File: config.mk
export PLATFORM = sky130hd
export DESIGN_NAME = regfile_mp_sb
export DESIGN_NICKNAME = d
export VERILOG_FILES = /design/src/rtl/rv_pkg.sv /design/src/rtl/regfile_sb_core.sv /design/src/rtl/regfile_mp_sb.sv
export SDC_FILE = /design/constraint.sdc
export NUM_CORES = 2
export LEC_CHECK = 0
export CORE_ASPECT_RATIO = 1.75
export CORE_MARGIN = 4
export CORE_UTILIZATION = 55
export CTS_CLUSTER_DIAMETER = 200
export DETAILED_ROUTE_END_ITERATION = 16
export PLACE_DENSITY_LB_ADDON = 0.3
export SLEW_MARGIN = 10
export SYNTH_ARGS = -nofsm -noshare
export SYNTH_HDL_FRONTEND = slang
export SYNTH_HIERARCHICAL = 1
export SYNTH_SLANG_ARGS = --single-unit
export TNS_END_PERCENT = 50
File: constraint.sdc
create_clock -name clk -period 31.6 [get_ports clk]
set_input_delay 3.16 -clock clk [delete_from_list [all_inputs] [get_ports clk]]
set_output_delay 3.16 -clock clk [all_outputs]
set_load 0.03 [all_outputs]
File: src/rtl/rv_pkg.sv
// Shared RV32I core definitions: default widths and bus-slicing helper.
// Used by the register file and its scoreboard.
package rv_pkg;

    localparam int XLEN_DEF  = 32;
    localparam int NREGS_DEF = 32;
    localparam int REG_ZERO  = 0;

    // Widest packed bus and widest field the slicing helper handles.
    localparam int BUS_W   = 512;
    localparam int SLICE_W = 64;

    function automatic logic [SLICE_W-1:0] slice(
        input logic [BUS_W-1:0] bus,
        input int               idx,
        input int               w
    );
        return SLICE_W'(bus >> (idx * w));
    endfunction

endpackage

File: src/rtl/regfile_sb_core.sv
// Per-register busy scoreboard: set at issue, cleared at writeback.
// A set and a clear on the same register in one cycle leaves it set.
module regfile_sb_core
    import rv_pkg::*;
#(
    parameter int NREGS    = NREGS_DEF,
    parameter int NWR      = 1,
    parameter int ZERO_REG = 1,
    localparam int AW      = $clog2(NREGS)
) (
    input  logic              clk,
    input  logic              rst,
    input  logic [NWR-1:0]    wr_en,
    input  logic [NWR*AW-1:0] wr_addr,
    input  logic              iss_en,
    input  logic [AW-1:0]     iss_addr,
    output logic [NREGS-1:0]  busy
);

    logic [NREGS-1:0] nxt;
    logic [AW-1:0]    wa;

    always_comb begin
        nxt = busy;
        wa  = '0;
        for (int w = 0; w < NWR; w++) begin
            wa = AW'(slice(BUS_W'(wr_addr), w, AW));
            if (wr_en[w])
                nxt[wa] = 1'b0;
        end
        if (iss_en)
            nxt[iss_addr] = 1'b1;
        if (ZERO_REG != 0)
            nxt[REG_ZERO] = 1'b0;
    end

    always_ff @(posedge clk or posedge rst) begin
        if (rst)
            busy <= '0;
        else
            busy <= nxt;
    end

endmodule

File: src/rtl/regfile_mp_sb.sv
// Multi-port integer register file with write-to-read bypass
// and a RAW busy scoreboard for decode.
module regfile_mp_sb
    import rv_pkg::*;
#(
    parameter int XLEN     = XLEN_DEF,
    parameter int NREGS    = NREGS_DEF,
    parameter int NRD      = 2,
    parameter int NWR      = 1,
    parameter int BYPASS   = 1,
    parameter int ZERO_REG = 1,
    localparam int AW      = $clog2(NREGS)
) (
    input  logic                clk,
    input  logic                rst,
    input  logic [NRD*AW-1:0]   rd_addr,
    output logic [NRD*XLEN-1:0] rd_data,
    output logic [NRD-1:0]      rd_busy,
    input  logic [NWR-1:0]      wr_en,
    input  logic [NWR*AW-1:0]   wr_addr,
    input  logic [NWR*XLEN-1:0] wr_data,
    input  logic                iss_en,
    input  logic [AW-1:0]       iss_addr,
    output logic [NREGS-1:0]    busy_vec
);

    logic [XLEN-1:0] regs [NREGS];
    logic [AW-1:0]   ra   [NRD];
    logic [AW-1:0]   wa   [NWR];
    logic [XLEN-1:0] wd   [NWR];
    logic [XLEN-1:0] d;
    logic            b;

    always_comb begin
        for (int p = 0; p < NRD; p++)
            ra[p] = AW'(slice(BUS_W'(rd_addr), p, AW));
        for (int w = 0; w < NWR; w++) begin
            wa[w] = AW'(slice(BUS_W'(wr_addr), w, AW));
            wd[w] = XLEN'(slice(BUS_W'(wr_data), w, XLEN));
        end
    end

    // Later ports overwrite earlier ones, so the highest index wins.
    always_ff @(posedge clk or posedge rst) begin
        if (rst) begin
            for (int r = 0; r < NREGS; r++)
                regs[r] <= '0;
        end else begin
            for (int w = 0; w < NWR; w++)
                if (wr_en[w] &&
                    !(ZERO_REG != 0 && wa[w] == AW'(REG_ZERO)))
                    regs[wa[w]] <= wd[w];
        end
    end

    regfile_sb_core #(
        .NREGS    (NREGS),
        .NWR      (NWR),
        .ZERO_REG (ZERO_REG)
    ) u_sb (
        .clk      (clk),
        .rst      (rst),
        .wr_en    (wr_en),
        .wr_addr  (wr_addr),
        .iss_en   (iss_en),
        .iss_addr (iss_addr),
        .busy     (busy_vec)
    );

    always_comb begin
        rd_data = '0;
        rd_busy = '0;
        d       = '0;
        b       = 1'b0;
        for (int p = 0; p < NRD; p++) begin
            d = regs[ra[p]];
            b = busy_vec[ra[p]];
            if (BYPASS != 0)
                for (int w = 0; w < NWR; w++)
                    if (wr_en[w] && wa[w] == ra[p]) begin
                        d = wd[w];
                        b = 1'b0;
                    end
            if (ZERO_REG != 0 && ra[p] == AW'(REG_ZERO)) begin
                d = '0;
                b = 1'b0;
            end
            // Forwarded write data must not leak out while in reset.
            if (rst) begin
                d = '0;
                b = 1'b0;
            end
            rd_data[p*XLEN +: XLEN] = d;
            rd_busy[p]              = b;
        end
    end

endmodule

After elaboration in Yosys (flattened, before gate mapping)
Cells that the tools add are included.

word-level totals
  output and inout port bits = 98
  memory bits (read-only) = 0
  memory bits (writable) = 0
  latch bits = 0
  bits of input ports = 56
  flip-flop bits (word level) = 1,055
  memories kept = 0

cells by class
  bitwise operators = 6
  shifts and indexed selects = 0
  reductions and logical operators = 10
  mux-type cells = 31
  equal/unequal tests = 2
  divide/modulo/power cells = 0
  $mul = 0
  $lt $le $gt $ge = 10
  add/subtract/negate cells = 0

operators by type and width
  operator                                                                      number
  1024-bit bitwise mux                                                          1
  32-bit 2-to-1 mux                                                             13
  32-bit binary-select mux with 5-bit select                                    2
  32-bit demux with 5-bit select                                                1
  32-bit bitwise AND                                                            1
  32-bit NOT                                                                    1
  32-bit bitwise OR                                                             1
  5-bit by 6-bit less-than comparator with 1-bit output, second input constant  4
  6-bit >= comparator, second input constant                                    3
  5-bit NOT with 6-bit output                                                   3
  5-bit zero test                                                               3
  1-bit binary-select mux with 5-bit select                                     2
  1-bit demux with 5-bit select                                                 2
  5-bit == test                                                                 2
  5-bit by 1-bit >= comparator with 1-bit output, second input constant         2
  1-bit 2-to-1 mux                                                              10
  1-bit logical AND                                                             6
  6-bit by 1-bit less-than comparator with 1-bit output, second input constant  1
  1-bit zero test                                                               1

Depth between registers and ports, before layout
  depth in word-level cells = 9
  gate-level depth with buffers = 10
  mapped depth without buffers = 5

Cells and area by module
The synthesis kept the hierarchy.

by module, submodules not included
  module           cells an instance  instances  sequential area each (sq um)  area an instance (sq um)
  regfile_mp_sb    3,996              1          25,624.6                      55,852.3
  regfile_sb_core  121                1          775.7                         1,292.5

Worst setup path before layout
OpenSTA, ideal clock, no wires.

  path kind = input -> output
  from = in rst
  to = out rd_data[39]
  cell stages on the path = 4
  setup slack = -0.126 ns
  data required time = 28.440 ns
  arrival time = 28.566 ns
  path buffers = 0
  cell sequence = inv_1 nand3_1 a2111oi_0 o32a_1

on the way
  cells in the longest elaborated chain, start to end = 1

RTL lines
  item               line                 RTL
  from (decl)        regfile_mp_sb.sv:15  input logic rst,
  32-bit 2-to-1 mux  regfile_mp_sb.sv:89  if (rst) begin
  to (decl)          regfile_mp_sb.sv:17  output logic [NRD*XLEN-1:0] rd_data,

Every way passes these cells.

Worst setup path after layout
  from = in rd_addr[6]
  to = out rd_data[58]

on the way
  cells in the longest elaborated chain, start to end = 7
  elaborated cells on any way between the ends = 10
  those cells by class = eq/ne (1); mux (6); bitwise (1); reduce/logical (2)

RTL lines
  item                                                  line                 RTL
  from (decl)                                           regfile_mp_sb.sv:16  input logic [NRD*AW-1:0] rd_addr,
  5-bit NOT with 6-bit output (not written as such)     regfile_mp_sb.sv:76  d = regs[ra[p]];
  32-bit binary-select mux with 5-bit select            regfile_mp_sb.sv:76
  32-bit 2-to-1 mux (not written as such) (2 in a row)  regfile_mp_sb.sv:76
  32-bit 2-to-1 mux                                     regfile_mp_sb.sv:80  if (wr_en[w] && wa[w] == ra[p]) begin
  32-bit 2-to-1 mux (*)                                 regfile_mp_sb.sv:84  if (ZERO_REG != 0 && ra[p] == AW'(REG_ZERO)) begin
  32-bit 2-to-1 mux (*)                                 regfile_mp_sb.sv:89

Mark *: on every way between the ends. The rest lies on a longest branch, timed or not. The select of a mux whose other input is x is not followed.

==> results.cfg <==
[outcome]
outcome = completed

[synth]
synthFlopType = dfrtp_1
yosysSeqAreaShare = 0.462
syn_inst = 4117
synth_area_leaders = dfrtp_1 (46%), mux2_2 (20%), mux4_2 (14%), mux2i_1 (6.1%), clkbuf_1 (1.6%)
synth_top_cell_by_area = dfrtp_1
synth_edf_count = 0
synth_nets = 4173
ys_ff_latch = 1055
yosys_warnings = 6
synth_area_mm2 = 0.0571
syn_avg_cell_area_um2 = 13.9
netlist.area_leader.share = 0.462
synthDistinctLibCells = 54
async_reset_ff_frac = 1.00

[final_layout]
area_growth_pct = 9.98
drive_gt1_frac = 0.422
nets = 4082

[die]
coreArea_mm2 = 0.103
initial_utilization = 0.553
die_area_mm2 = 0.109
die_w_um = 252
fp.dieH_um = 434
io_pins = 154
core.rowCount = 156

[placed_design]
port_buffers = 152
hpwlAfterDp_um = 112000
gp_congestion = 0.912

[critical_path]
cp_max_fo = 69
cp-start-kind = primary input
path_class = primary input to output port
endpoint_kind = output port
critPathArrivalTime_ns = 8.20
crit_required_ns = 28.44

[power]
leakage_nw = 27.0
ir_drop_uv = 49.2
power_density_mw_per_mm2 = 62.6

[drt]
totalWireLength_um = 190000
drt_iter0_drc = 4027
dr.pass1.iters = 6
wire_per_inst_um = 34.9
antenna_left = 0
dr_total_vias = 39600
routed_via_density = 7.27
drc = 0

[timing]
fin_crit_sh = 0.359
rsz0062_at_grt = no
fmax_mhz = 88.1
tns_ns = 0
finClkSkew_ns = 0
period_needed_ns = 11.36
finalSetupViolCount = 0
final_max_slew_viol_count = 0
hold_violations = 0
holdWs_ns = 0.393
maxSlewHeadroom = 0.0886
worst_pin_slew_ns = 1.37

[clocking]
clk_pin_slew_worst_paths_ns = 0.06
ctsHoldBuffers = 0
clock_path_buffers = 3
cts_buffers = 96
ctsHtreeMaxLevel = 3
cts_sinks = 1055
post_cts_resized = 0
cts_tree = yes
clockRootBuffer = clkbuf_16
post-cts-setup-buffers = 0
clk_latency_ns = 0.70

[min_path]
hold_path_class = flip-flop to flip-flop

[global_route]
grt_pass1_vias = 41200
track_usage = 0.346
grt-ovfl-total = 0
grt_max_degree = 175
grt_pass1_wl_um = 278000
antenna_found_initial = 4

[flow_run]
maxCapViolCount = 0
==> worst paths after layout <==
| kind | from | endpoint | slack (ns) | cells past startpoint |
|---|---|---|---|---|
| worst max register to register | regs[593] | regs[593] | 30.79 | 1 |
| min in group asynchronous | rst | regs[908] | 3.22 | 2 |
| worst min register to register | regs[997] | regs[997] | 0.39 | 0 |
| worst max-delay path | rd_addr[6] | rd_data[58] | 20.24 | 10 |
| worst min-delay path | regs[997] | regs[997] | 0.39 | 0 |
| max in group asynchronous | rst | regs[945] | 24.54 | 6 |
==> through the flow <==
stage          utilization  cells  instance area [µm²]  power [W]  worst slack, ns
6_report             0.609   5450                62800    0.00393            20.24
5_1_grt              0.609   5447                62800    0.00407            19.98
4_1_cts              0.609   5447                62800    0.00393            20.23
3_5_place_dp         0.576   5271                59500    0.00268            20.25
3_3_place_gp         0.576   5271                59500    0.00264            20.25
2_1_floorplan            -   4117                57100    0.00242             8.20
==> where the power goes <==
group	switching [W]	internal (W)	total, W
combinational	0.000376	0.000480	0.000856
clock	0.000539	0.000723	0.00126
sequential	0.000206	0.00161	0.00181
total	0.00112	0.00281	0.00393
==> per-layer routing <==
layer | vias up | global-route usage | routed length [µm]
li1 | 15700 | - | -
met1 | 21000 | 0.410 | 66400
met2 | 2211 | 0.562 | 91500
met3 | 778 | 0.0802 | 16200
met4 | 4 | 0.235 | 15900
met5 | - | 0 | 29
==> synth_stat cells, types with 15 or more instances <==
cell	count
dfrtp_1	1055
mux2_2	1015
mux4_2	363
mux2i_1	346
clkbuf_1	242
buf_2	125
a22oi_1	92
o22ai_1	83
a211oi_1	71
nand2_1	66
o21ai_1	63
nor2_1	62
o32a_1	62
buf_1	53
nor2b_1	52
o21ai_0	52
nand3_1	45
a31oi_1	32
buf_4	31
a21oi_1	27
nor3_1	26
o22a_1	20
o221ai_1	19
a2111oi_0	15
nand3b_1	15
==> area by class of cell <==
type                       count  area, µm²
sequential                  1055      26400
clock buffer                 133       2790
tap                         1343       1680
multi-input combinational   2595      28900
clock inverter                43        566
inverter                       5       22.5
timing repair buffer         273       2490
antenna                        3       7.51
fill                        7819      40400
==> state kept, by name, summed over array words and instances, names as in the netlist <==
signal,count
u_sb/busy,31
regs,1024
==> logic make-up after synthesis <==
kind of cell	after synthesis	share of synthesized area
muxes	1724	0.404
DFF	1055	0.462
AOI/OAI and AO/OA	550	0.0677
buffers and inverters	467	0.0369
and+or+nand+nor	310	0.0281
xor gates and xnor gates	10	0.00153
other	1	0.0000656
==> critical path, cell delays in order <==
cell             delay (ns)
buf_8                  0.47
buf_4                  0.70
buf_4                  0.77
buf_4                  0.86
nand2b_1               0.24
buf_4                  0.36
o22ai_1                0.16
nor4_1                 0.34
o32a_1                 0.26
clkdlybuf4s50_1        0.70
==> placed cells by master, fill, tap and decap left out, types with 16 or more instances in the layout <==
cell type and instances:
a211oi_1 71, a21oi_1 27, a22oi_1 92, a31oi_1 32, buf_4 119, clkbuf_1 16
clkbuf_16 99, clkbuf_8 18, clkdlybuf4s50_1 144, clkinv_2 23, dfrtp_1 1055, mux2_2 1015
mux2i_1 346, mux4_2 363, nand2_1 48, nand2_2 18, nand3_1 42, nor2_1 38
nor2_4 19, nor2b_1 48, nor3_1 26, o21ai_0 52, o21ai_1 63, o221ai_1 19
o22a_1 20, o22ai_1 83, o32a_1 62
Note: power is estimated with default switching activity, not from simulation.
